==> src/rtl/mips_mux_pkg.sv <==
// Shared mux/arbiter definitions: source-choice modes and a one-hot to index helper.
package mips_mux_pkg;

  localparam int unsigned MUX_MODE_SELECT = 0;
  localparam int unsigned MUX_MODE_RR     = 1;

  localparam int unsigned MUX_MAX_INPUTS  = 16;
  localparam int unsigned MUX_IDX_BITS    = 4;

  // OR-reduction of set-bit positions; exact for a one-hot (or zero) input.
  function automatic logic [MUX_IDX_BITS-1:0] onehot_to_idx(
    input logic [MUX_MAX_INPUTS-1:0] onehot
  );
    logic [MUX_IDX_BITS-1:0] idx;
    idx = '0;
    for (int unsigned i = 0; i < MUX_MAX_INPUTS; i++) begin
      if (onehot[i]) begin
        idx = idx | MUX_IDX_BITS'(i);
      end
    end
    return idx;
  endfunction

endpackage

==> src/rtl/rr_arbiter.sv <==
// Round-robin arbiter: ascending search from a rotating pointer, pointer moves past
// the winner only when the consumer accepts the grant.
module rr_arbiter
  import mips_mux_pkg::*;
#(
  parameter int unsigned NInputs = 4,
  parameter int unsigned SelBits = 2
) (
  input  logic               clk,
  input  logic               reset,
  input  logic [NInputs-1:0] req,
  input  logic               advance,
  output logic [NInputs-1:0] grant,
  output logic [SelBits-1:0] grant_idx
);

  logic [SelBits-1:0] ptr_q;
  logic [SelBits-1:0] ptr_d;
  logic [SelBits-1:0] scan_idx;
  logic               found;

  // Walk all channels once starting at the pointer, wrapping explicitly at NInputs-1.
  always_comb begin
    grant    = '0;
    found    = 1'b0;
    scan_idx = ptr_q;
    for (int unsigned k = 0; k < NInputs; k++) begin
      if (!found && req[scan_idx]) begin
        found           = 1'b1;
        grant[scan_idx] = 1'b1;
      end
      scan_idx = (scan_idx == SelBits'(NInputs - 1)) ? '0 : scan_idx + SelBits'(1);
    end
  end

  assign grant_idx = SelBits'(onehot_to_idx(MUX_MAX_INPUTS'(grant)));

  always_comb begin
    ptr_d = ptr_q;
    if (advance && found) begin
      ptr_d = (grant_idx == SelBits'(NInputs - 1)) ? '0 : grant_idx + SelBits'(1);
    end
  end

  always_ff @(posedge clk or negedge reset) begin
    if (!reset) begin
      ptr_q <= '0;
    end else begin
      ptr_q <= ptr_d;
    end
  end

endmodule

==> src/rtl/multiplexer_nto1_registered.sv <==
// N-to-1 registered datapath mux with stall/flush control; source chosen either by an
// explicit selector or by round-robin over valid requesters.
module multiplexer_nto1_registered
  import mips_mux_pkg::*;
#(
  parameter int unsigned NBits   = 32,
  parameter int unsigned NInputs = 4,
  parameter int unsigned SelBits = 2,
  parameter int unsigned RR_MODE = 0
) (
  input  logic                     clk,
  input  logic                     reset,
  input  logic [SelBits-1:0]       in_Selector,
  input  logic [NInputs-1:0]       in_Valid,
  input  logic [NInputs*NBits-1:0] MUX_Data_dw,
  input  logic                     in_Stall,
  input  logic                     in_Flush,
  output logic [NInputs-1:0]       out_Grant,
  output logic [NBits-1:0]         MUX_Output_dw,
  output logic                     out_Valid,
  output logic [SelBits-1:0]       out_Channel,
  output logic                     out_SelError
);

  logic               accept_en;
  logic [NInputs-1:0] grant_raw;
  logic [SelBits-1:0] win_idx;
  logic               has_grant;
  logic               sel_err;
  logic [NBits-1:0]   sel_data;

  assign accept_en = !in_Stall && !in_Flush;

  generate
    if (RR_MODE == MUX_MODE_RR) begin : g_rr
      logic unused_sel;
      assign unused_sel = ^in_Selector;
      assign sel_err    = 1'b0;

      rr_arbiter #(
        .NInputs (NInputs),
        .SelBits (SelBits)
      ) u_rr_arbiter (
        .clk       (clk),
        .reset     (reset),
        .req       (in_Valid),
        .advance   (accept_en),
        .grant     (grant_raw),
        .grant_idx (win_idx)
      );
    end else begin : g_sel
      logic sel_in_range;
      // Only reachable out of range when NInputs is not a power of two.
      assign sel_in_range = 32'(in_Selector) < NInputs;
      assign sel_err      = !sel_in_range;
      assign win_idx      = in_Selector;

      always_comb begin
        grant_raw = '0;
        for (int unsigned k = 0; k < NInputs; k++) begin
          if (in_Selector == SelBits'(k) && in_Valid[k]) begin
            grant_raw[k] = 1'b1;
          end
        end
      end
    end
  endgenerate

  assign has_grant = |grant_raw;
  assign out_Grant = (accept_en && reset) ? grant_raw : '0;

  always_comb begin
    sel_data = '0;
    for (int unsigned k = 0; k < NInputs; k++) begin
      if (win_idx == SelBits'(k)) begin
        sel_data = MUX_Data_dw[k*NBits +: NBits];
      end
    end
  end

  // Flush beats stall; stall freezes everything including out_Valid.
  always_ff @(posedge clk or negedge reset) begin
    if (!reset) begin
      MUX_Output_dw <= '0;
      out_Valid     <= 1'b0;
      out_Channel   <= '0;
      out_SelError  <= 1'b0;
    end else if (in_Flush) begin
      out_Valid    <= 1'b0;
      out_SelError <= 1'b0;
    end else if (!in_Stall) begin
      out_SelError <= sel_err;
      if (has_grant) begin
        MUX_Output_dw <= sel_data;
        out_Channel   <= win_idx;
        out_Valid     <= 1'b1;
      end else begin
        out_Valid <= 1'b0;
      end
    end
  end

endmodule

==> config.mk <==
export PLATFORM = sky130hd
export DESIGN_NAME = multiplexer_nto1_registered
export DESIGN_NICKNAME = d
export VERILOG_FILES = /design/src/rtl/mips_mux_pkg.sv /design/src/rtl/rr_arbiter.sv /design/src/rtl/multiplexer_nto1_registered.sv
export SDC_FILE = /design/constraint.sdc
export NUM_CORES = 1
export LEC_CHECK = 0
export ABC_AREA = 1
export BUFFER_PORTS_ARGS = -buffer_cell sky130_fd_sc_hd__buf_4
export CAP_MARGIN = 20
export CORE_UTILIZATION = 40
export CTS_BUF_LIST = sky130_fd_sc_hd__clkbuf_4 sky130_fd_sc_hd__clkbuf_8
export CTS_CLUSTER_DIAMETER = 120
export CTS_CLUSTER_SIZE = 30
export DETAILED_ROUTE_END_ITERATION = 10
export PLACE_DENSITY = 0.87
export SLEW_MARGIN = 10
export SYNTH_ARGS = -nofsm -noshare
export SYNTH_HDL_FRONTEND = slang
export SYNTH_SLANG_ARGS = --single-unit
==> constraint.sdc <==
create_clock -name clk -period 0.95 [get_ports clk]
set_input_delay 0.19 -clock clk [delete_from_list [all_inputs] [get_ports clk]]
set_output_delay 0.19 -clock clk [all_outputs]
set_load 0.02 [all_outputs]
# Word-level counts from Yosys, hierarchy flattened

Index checks and enable logic that the tools add are counted.
W data, S select, Z words.

Word-level logic and storage cells: 35
Flip-flop bits (word level): 36
Output and inout port bits: 40

Mux-type cells: 14
Reduce and logical (&&, ||, !) cells: 11
Equal/unequal tests: 4
Bitwise operators: 2

Operator list:

| cell                 | number |
|---|---|
| $mux W32             | 4 |
| $mux W1              | 9 |
| $logic_and A1 B1 Y1  | 6 |
| $eq A2 B2 Y1 const B | 2 |
| $mux W4              | 1 |
| $reduce_or A4 Y1     | 1 |
| $reduce_and A3 Y1    | 1 |
| $eq A2 B1 Y1 const B | 1 |
| $logic_not A1 Y1     | 2 |
| $logic_not A2 Y1     | 1 |
| $ne A2 B1 Y1 const B | 1 |
| $not A1 Y1           | 2 |

# Logic depth before layout (Yosys ltp)

Gate-level depths: netlist of run 1.

Word-level depth: 7
Mapped depth: 8
Mapped depth without buffers: 7

# Least setup slack after synthesis of run 1

OpenSTA, ideal clock, no wires.

Path kind: input port to output port
Start: input in_Flush
End: output out_Grant[0]
Slack: -182 ps
Stages on the path: 3
Data arrival time: 942 ps
Buffers on the path: 0
Data required time: 760 ps
Cell sequence: nor2_1 nand2_1 nor2_1

Cells in the longest elaborated chain, start to end: 4

RTL lines:

| element             | RTL line                          | RTL |
|---|---|---|
| start, declared     | multiplexer_nto1_registered.sv:17 | `input logic in_Flush,` |
| $logic_not A1 Y1    | multiplexer_nto1_registered.sv:32 | `assign accept_en = !in_Stall && !in_Flush;` |
| $logic_and A1 B1 Y1 | multiplexer_nto1_registered.sv:32 |  |
| $logic_and A1 B1 Y1 | multiplexer_nto1_registered.sv:70 | `assign out_Grant = (accept_en && reset) ? grant_raw : '0;` |
| $mux W4             | multiplexer_nto1_registered.sv:70 |  |
| end, declared       | multiplexer_nto1_registered.sv:18 | `output logic [NInputs-1:0] out_Grant,` |

Every way passes these cells.

# Worst setup path in the final report of run 1

Start: register MUX_Output_dw[3]
End: output MUX_Output_dw[3]

RTL lines:

| element                | RTL line                          | RTL |
|---|---|---|
| start, declared        | multiplexer_nto1_registered.sv:19 | `output logic [NBits-1:0] MUX_Output_dw,` |
| start signal, assigned | multiplexer_nto1_registered.sv:94 | `MUX_Output_dw <= sel_data;` |

No word-level cell between the ends.

==> qor.json, run 1 <==
{
  "finalSetupViolCount": {"value": 53},
  "groute.usage.overall": {"value": 0.308},
  "synth.largest_area_cell": {"value": "sky130_fd_sc_hd__nand2_1"},
  "tritoncts.num_buffers": {"value": 5},
  "max_cap_viol_count": {"value": 0},
  "gp_congestion": {"value": 0.816},
  "io_pins": {"value": 178},
  "fp.coreArea": {"value": 5170, "unit": "sq um"},
  "pwr_density_cell": {"value": 1430, "unit": "nW/um^2"},
  "yosys_warnings": {"value": 0},
  "routed_via_density": {"value": 5.00},
  "synth-seq-area-share": {"value": 0.401},
  "clk_path_buf_depth": {"value": 2},
  "pre_cts_slack": {"value": -0.287, "unit": "ns"},
  "final_antenna_net_count": {"value": 0},
  "antenna_found_initial": {"value": 0},
  "die_area": {"value": 5760, "unit": "sq um"},
  "drtIter0Drc": {"value": 188},
  "design_area": {"value": 4310, "unit": "sq um"},
  "firstDrtPassIters": {"value": 4},
  "postLayoutSetupSlackWorst": {"value": -0.0643, "unit": "ns"},
  "non_filler_cells_in_the_finished_layout": {"value": 627},
  "finalWorstPathRequiredPeriod": {"value": 1.01, "unit": "ns"},
  "report.final.slew_viol_count": {"value": 0},
  "rsz0062_at_grt": {"value": "true"},
  "maxClockFrequency": {"value": 0.986, "unit": "GHz"},
  "finalNetCount": {"value": 694},
  "slowest_library_cell_on_the_worst_path": {"value": "sky130_fd_sc_hd__dfrtp_1"},
  "route.vias.total": {"value": 3133},
  "total_power": {"value": 6.17, "unit": "mW"},
  "max_stage_delay": {"value": 0.40, "unit": "ns"},
  "gr-total-overflow": {"value": 0},
  "failed_checks": {"value": "negative setup slack"},
  "crit_path_start_kind": {"value": "flip-flop"},
  "outcome": {"value": "finished with violations"},
  "cell_types_with_the_largest_area_share_after_synthesis": {"value": "sky130_fd_sc_hd__nand2_1 40%, sky130_fd_sc_hd__dfrtp_1 40%, sky130_fd_sc_hd__nand4_1 9.2%"},
  "cts_num_sinks": {"value": 35},
  "floorplan.die.width": {"value": 75.9, "unit": "um"},
  "cts_tree": {"value": "yes"},
  "h_tree_levels": {"value": 2},
  "power.leakage": {"value": 2.32, "unit": "nW"},
  "worstPathRequired": {"value": 0.76, "unit": "ns"},
  "holdCritPathClass": {"value": "input port to flip-flop"},
  "criticalPathCategory": {"value": "flip-flop to primary output"},
  "post_drt_wl_per_cell": {"value": 14.1, "unit": "um"},
  "remaining_design_rule_violation_count": {"value": 0},
  "synth_cell_types": {"value": 15},
  "layout-area-overhead-vs-synth": {"value": 97.2, "unit": "%"},
  "antenna-diode-count": {"value": 0},
  "floorplan.initialDensity": {"value": 0.423},
  "grt_max_degree": {"value": 36},
  "setup.worst_path.end_class": {"value": "primary output"},
  "synth.ff_latch_count": {"value": 35},
  "layout.core_utilization": {"value": 0.833},
  "min_period_over_period": {"value": 1.07},
  "clkSlewWorstSetupHoldPaths": {"value": 0.07, "unit": "ns"},
  "io_buf_count": {"value": 176},
  "hold_viol_final": {"value": 0},
  "critPathTopFamily": {"value": "flip-flops"},
  "cp.arrival": {"value": 0.82, "unit": "ns"},
  "peakVddDrop": {"value": 0.981, "unit": "mV"},
  "num_rows": {"value": 26},
  "place_area": {"value": 3770, "unit": "sq um"},
  "worst-path-max-fanout": {"value": 2},
  "yosys_top_cell_area_share": {"value": 0.404},
  "floorplan.die.height": {"value": 75.9, "unit": "um"},
  "placedCellCount": {"value": 595},
  "worstPathCellList": {"value": "buf_6"},
  "postSynthCellCount": {"value": 345},
  "detailed_place_hpwl": {"value": 5960, "unit": "um"},
  "number_of_global_route_vias_before_repair": {"value": 3107},
  "cts_root_buf": {"value": "sky130_fd_sc_hd__clkbuf_8"},
  "finClkSkew": {"value": 0, "unit": "ns"},
  "drive_above_1_share": {"value": 0.449},
  "clkLatencyLatePin": {"value": 0.28, "unit": "ns"},
  "wirelength": {"value": 8860, "unit": "um"},
  "crit_buf_inv": {"value": 1},
  "grt_pass1_wl": {"value": 14300, "unit": "um"},
  "syn_nets": {"value": 483},
  "synth_area_per_cell": {"value": 6.34, "unit": "sq um"},
  "post_synthesis_cell_area": {"value": 2190, "unit": "sq um"}
}
## area by class of cell
class | instances | area (sq um)
Timing Repair Buffer | 223 | 1940
Multi-Input combinational cell | 285 | 1280
Sequential cell | 35 | 876
Fill cell | 334 | 862
Clock buffer | 8 | 104
Tap cell | 70 | 87.6
Inverter | 6 | 25.0
## state kept, by name, summed over array words and instances (netlist names)
signal / count
out_Channel: 2
MUX_Output_dw: 32
out_Valid: 1
## synth_stat cells
master / instances
sky130_fd_sc_hd__nand2_1: 235
sky130_fd_sc_hd__buf_2: 6
sky130_fd_sc_hd__conb_1: 1
sky130_fd_sc_hd__nand3b_1: 1
sky130_fd_sc_hd__clkbuf_1: 6
sky130_fd_sc_hd__nand3_1: 5
sky130_fd_sc_hd__inv_1: 5
sky130_fd_sc_hd__dfrtp_1: 35
sky130_fd_sc_hd__nor2_4: 1
sky130_fd_sc_hd__inv_2: 1
sky130_fd_sc_hd__o21ai_4: 1
sky130_fd_sc_hd__nor2_1: 8
sky130_fd_sc_hd__nor2_2: 1
sky130_fd_sc_hd__nand4_1: 32
sky130_fd_sc_hd__buf_4: 7
## tightest hold or removal path: stages
cell and delay (ns):
sky130_fd_sc_hd__buf_6 0.08, sky130_fd_sc_hd__nand3b_1 0.07, sky130_fd_sc_hd__nand2_1 0.07
## per-layer routing
metal  up-vias  wire (um)  GRT usage
met2       159       4750      0.569
li1       1505          -          -
met3        30        603     0.0639
met5         -          0          0
met1      1439       3160      0.334
met4         0        348      0.144
## final timing paths
path                       cells after the start                             to                     startpoint  slack (ns)
max                                            1               MUX_Output_dw[3]   MUX_Output_dw[3]$_DFFE_PN0P_       -0.06
min                                            3          out_Valid$_DFFE_PN0P_                       in_Stall        0.16
max reg2reg                                    4  MUX_Output_dw[22]$_DFFE_PN0P_  MUX_Output_dw[22]$_DFFE_PN0P_        0.08
min reg2reg                                    2  MUX_Output_dw[14]$_DFFE_PN0P_  MUX_Output_dw[14]$_DFFE_PN0P_        0.51
max in group asynchronous                      3  MUX_Output_dw[23]$_DFFE_PN0P_                          reset        0.11
min in group asynchronous                      3          out_Valid$_DFFE_PN0P_                          reset        0.51
## where the power goes
group,switching (mW),internal (mW),leakage [nW]
sequential,0.257,1.83,0.445
clock,0.503,0.690,0.0549
combinational,1.31,1.58,1.82
total,2.07,4.10,2.32
## through the flow
| step | TNS (ns) | hold WS [ns] |
|---|---|---|
| final | -2.00 | 0.158 |
| after global routing | -4.62 | 0.175 |
| after CTS | -1.88 | 0.174 |
| after detailed placement | -9.39 | 0.262 |
| after global placement | -7.53 | 0.253 |
| after floorplan | -0.783 | -0.106 |
## cell families (layout without fill, tap and decap cells)
family / count (synthesis) / count (layout) / share of synthesized area
DFF: 35 / 35 / 0.401
and+or+nand+nor: 283 / 283 / 0.532
buffers and inverters: 25 / 237 / 0.0584
other: 1 / 1 / 0.00172
AOI/OAI and AO/OA: 1 / 1 / 0.00744
## placed cells by master, fill, tap and decap left out
cell type | synthesis | routed
sky130_fd_sc_hd__nand2_2 | 0 | 2
sky130_fd_sc_hd__buf_12 | 0 | 7
sky130_fd_sc_hd__dfrtp_1 | 35 | 35
sky130_fd_sc_hd__nor2_4 | 1 | 8
sky130_fd_sc_hd__nand3_1 | 5 | 2
sky130_fd_sc_hd__inv_4 | 0 | 1
sky130_fd_sc_hd__nand3_2 | 0 | 3
sky130_fd_sc_hd__buf_4 | 7 | 169
sky130_fd_sc_hd__nor2_2 | 1 | 2
sky130_fd_sc_hd__nand4_1 | 32 | 32
sky130_fd_sc_hd__clkbuf_4 | 0 | 1
sky130_fd_sc_hd__dlygate4sd3_1 | 0 | 1
sky130_fd_sc_hd__nand2_1 | 235 | 231
sky130_fd_sc_hd__inv_2 | 1 | 1
sky130_fd_sc_hd__nand2_8 | 0 | 1
sky130_fd_sc_hd__nand2_4 | 0 | 1
sky130_fd_sc_hd__nand3b_1 | 1 | 1
sky130_fd_sc_hd__o21ai_4 | 1 | 1
sky130_fd_sc_hd__inv_1 | 5 | 4
sky130_fd_sc_hd__conb_1 | 1 | 1
sky130_fd_sc_hd__clkbuf_8 | 0 | 7
sky130_fd_sc_hd__buf_6 | 0 | 46
## timing repair
item / CTS / global route
pin swaps: 5 / 3
setup buffers: 14 / 10
endpoints found under the hold margin: 35 / 0
hold buffers: 1 / 0
setup endpoints to repair: 39 / 73
gates resized for setup: 55 / 8
Power figures use the tool's default switching activity.
==> run 2, diff against run 1 <==
Settings changed: CORE_MARGIN set to 3, SKIP_CTS_REPAIR_TIMING set to 1.
Clock period 0.95 ns to 1 ns, I/O delays scaled along.
==> qor.json, run 2 (synthesis results as in run 1) <==
{
  "outcome": {"value": "finished with violations"},
  "failed_checks": {"value": "negative hold slack, negative setup slack"},
  "antenna-diode-count": {"value": 0, "change": "unchanged"},
  "floorplan.die.width": {"value": 79.9, "unit": "um", "change": "+5.3%"},
  "cts_root_buf": {"value": "sky130_fd_sc_hd__clkbuf_8"},
  "reg2regPathDepth": {"value": 3, "change": "-1"},
  "h_tree_levels": {"value": 2, "change": "unchanged"},
  "number_of_global_route_vias_before_repair": {"value": 2873, "change": "-7.5%"},
  "finalWorstPathRequiredPeriod": {"value": 1.08, "unit": "ns"},
  "wirelength": {"value": 9480, "unit": "um", "change": "+6.9%"},
  "drtIter0Drc": {"value": 148, "change": "-21%"},
  "non_filler_cells_in_the_finished_layout": {"value": 622, "change": "-0.80%"},
  "placedCellCount": {"value": 592, "change": "-0.50%"},
  "finalSetupViolCount": {"value": 39, "change": "-26%"},
  "layout_top_registers": {"value": "MUX_Output_dw x32, out_Channel x2, out_Valid x1"},
  "setup.worst_path.end_class": {"value": "primary output"},
  "firstDrtPassIters": {"value": 6, "change": "+2"},
  "floorplan.die.height": {"value": 79.9, "unit": "um", "change": "+5.3%"},
  "holdCritPathClass": {"value": "input port to async pin"},
  "rsz0062_at_grt": {"value": "true"},
  "routed_via_density": {"value": 5.00, "change": "about the same"},
  "die_area": {"value": 6390, "unit": "sq um", "change": "+11%"},
  "crit_buf_inv": {"value": 1, "change": "unchanged"},
  "cp.arrival": {"value": 0.88, "unit": "ns", "change": "+0.06 ns"},
  "layout-area-overhead-vs-synth": {"value": 95.5, "unit": "%"},
  "worstPathCellList": {"value": "buf_6"},
  "clkLatencyLatePin": {"value": 0.29, "unit": "ns", "change": "about the same"},
  "remaining_design_rule_violation_count": {"value": 0, "change": "unchanged"},
  "groute.usage.overall": {"value": 0.259, "change": "-0.0491"},
  "worst-path-max-fanout": {"value": 2, "change": "unchanged"},
  "worstPathRequired": {"value": 0.80, "unit": "ns", "change": "+0.04 ns"},
  "finClkSkew": {"value": 0, "unit": "ns", "change": "unchanged"},
  "finalNetCount": {"value": 689, "change": "-0.72%"},
  "slowest_library_cell_on_the_worst_path": {"value": "sky130_fd_sc_hd__dfrtp_1"},
  "num_rows": {"value": 26, "change": "unchanged"},
  "postLayoutSetupSlackWorst": {"value": -0.0757, "unit": "ns", "change": "-0.0114 ns"},
  "report.final.slew_viol_count": {"value": 0, "change": "unchanged"},
  "clk_path_buf_depth": {"value": 2, "change": "unchanged"},
  "power.leakage": {"value": 2.30, "unit": "nW", "change": "-0.89%"},
  "max_cap_viol_count": {"value": 0, "change": "unchanged"},
  "detailed_place_hpwl": {"value": 6630, "unit": "um", "change": "+11%"},
  "final_cell_mix": {"value": "232 x sky130_fd_sc_hd__nand2_1, 168 x sky130_fd_sc_hd__buf_4, 43 x sky130_fd_sc_hd__buf_6"},
  "io_buf_count": {"value": 176, "change": "unchanged"},
  "layout.core_utilization": {"value": 0.821, "change": "-0.0124"},
  "pwr_density_cell": {"value": 1460, "unit": "nW/um^2", "change": "+1.8%"},
  "gp_congestion": {"value": 0.828, "change": "+1.5%"},
  "crit_path_start_kind": {"value": "flip-flop"},
  "grt_max_degree": {"value": 36, "change": "unchanged"},
  "peakVddDrop": {"value": 0.785, "unit": "mV", "change": "-20%"},
  "cts_tree": {"value": "yes"},
  "largest_register": {"value": "MUX_Output_dw"},
  "layout.cells.most_common": {"value": "sky130_fd_sc_hd__nand2_1"},
  "holdWs": {"value": -0.00149, "unit": "ns", "change": "-0.159 ns"},
  "floorplan.initialDensity": {"value": 0.420, "change": "-0.00264"},
  "clkSlewWorstSetupHoldPaths": {"value": 0.08, "unit": "ns", "change": "about the same"},
  "cts_num_sinks": {"value": 35, "change": "unchanged"},
  "gr-total-overflow": {"value": 0, "change": "unchanged"},
  "hold_viol_final": {"value": 1, "change": "+1"},
  "drive_above_1_share": {"value": 0.444, "change": "-0.00499"},
  "criticalPathCategory": {"value": "flip-flop to primary output"},
  "final_antenna_net_count": {"value": 0, "change": "unchanged"},
  "min_period_over_period": {"value": 1.08},
  "io_pins": {"value": 178, "change": "unchanged"},
  "reg2reg_setup_slack": {"value": 0.20, "unit": "ns", "change": "+0.12 ns"},
  "fp.coreArea": {"value": 5200, "unit": "sq um", "change": "+0.63%"},
  "antenna_found_initial": {"value": 0, "change": "unchanged"},
  "critPathTopFamily": {"value": "flip-flops"},
  "total_power": {"value": 6.23, "unit": "mW", "change": "+0.88%"},
  "grt_pass1_wl": {"value": 13000, "unit": "um", "change": "-9.1%"},
  "largest_reg_flops": {"value": 32, "change": "unchanged"},
  "maxClockFrequency": {"value": 0.930, "unit": "GHz"},
  "route.vias.total": {"value": 3110, "change": "-0.73%"},
  "tritoncts.num_buffers": {"value": 5, "change": "unchanged"},
  "path_depth": {"value": 1, "change": "unchanged"},
  "post_drt_wl_per_cell": {"value": 15.2, "unit": "um", "change": "+7.8%"},
  "max_stage_delay": {"value": 0.43, "unit": "ns", "change": "+0.03 ns"}
}
run 2: changes by cell type in the layout (fill, tap and decap cells not counted), moves of 2 or more:
| cell | previous run | this run |
|---|---|---|
| sky130_fd_sc_hd__buf_6 | 46 | 43 |
| sky130_fd_sc_hd__bufinv_16 | 0 | 2 |
| sky130_fd_sc_hd__clkbuf_8 | 7 | 5 |
| sky130_fd_sc_hd__nor2_2 | 2 | 4 |
| sky130_fd_sc_hd__nor2_4 | 8 | 6 |
run 2: path summary, 6_finish.rpt:
check,start,end
worst max-delay path,MUX_Output_dw[7]$_DFFE_PN0P_,MUX_Output_dw[7]
worst min-delay path,reset,MUX_Output_dw[27]$_DFFE_PN0P_
worst max register to register,out_Valid$_DFFE_PN0P_,out_Valid$_DFFE_PN0P_
worst min register to register,MUX_Output_dw[6]$_DFFE_PN0P_,MUX_Output_dw[6]$_DFFE_PN0P_
max in group asynchronous,reset,MUX_Output_dw[15]$_DFFE_PN0P_
min in group clk,in_Stall,out_Valid$_DFFE_PN0P_
run 2: worst register-to-register path: stages, from the launching register on:
cell and delay (ns):
sky130_fd_sc_hd__dfrtp_1 0.39, sky130_fd_sc_hd__buf_4 0.14, sky130_fd_sc_hd__nand3b_1 0.10, sky130_fd_sc_hd__nand2_1 0.07
run 2: metal layers:
metal	up-vias	GRT usage	wire length (um)
met1	1415	0.299	3440
li1	1494	-	-
met2	174	0.478	5010
met4	0	0.0709	284
met5	-	0	0
met3	27	0.0530	740
run 2: stage by stage:
stage          area (sq um)  setup slack [ns]  setup TNS [ns]
2_1_floorplan          2210          -0.00373          -0.117
3_3_place_gp           3740            -0.206           -6.87
3_5_place_dp           3740            -0.282           -9.10
4_1_cts                3880            -0.149           -2.14
5_1_grt                4270           -0.0949           -2.07
6_report               4270           -0.0757           -1.13
run 2: area by class of cell:
cell class	instances	area, sq um
Timing Repair Buffer	218	1890
Multi-Input combinational cell	285	1260
Fill cell	335	932
Sequential cell	35	876
Tap cell	70	87.6
Clock buffer	5	68.8
Clock inverter	3	67.6
Inverter	6	25.0
run 2: power breakdown:
group	leakage, nW	switching (mW)	internal [mW]
clock network	0.0644	0.545	0.994
registers	0.445	0.264	1.74
logic	1.79	1.22	1.46
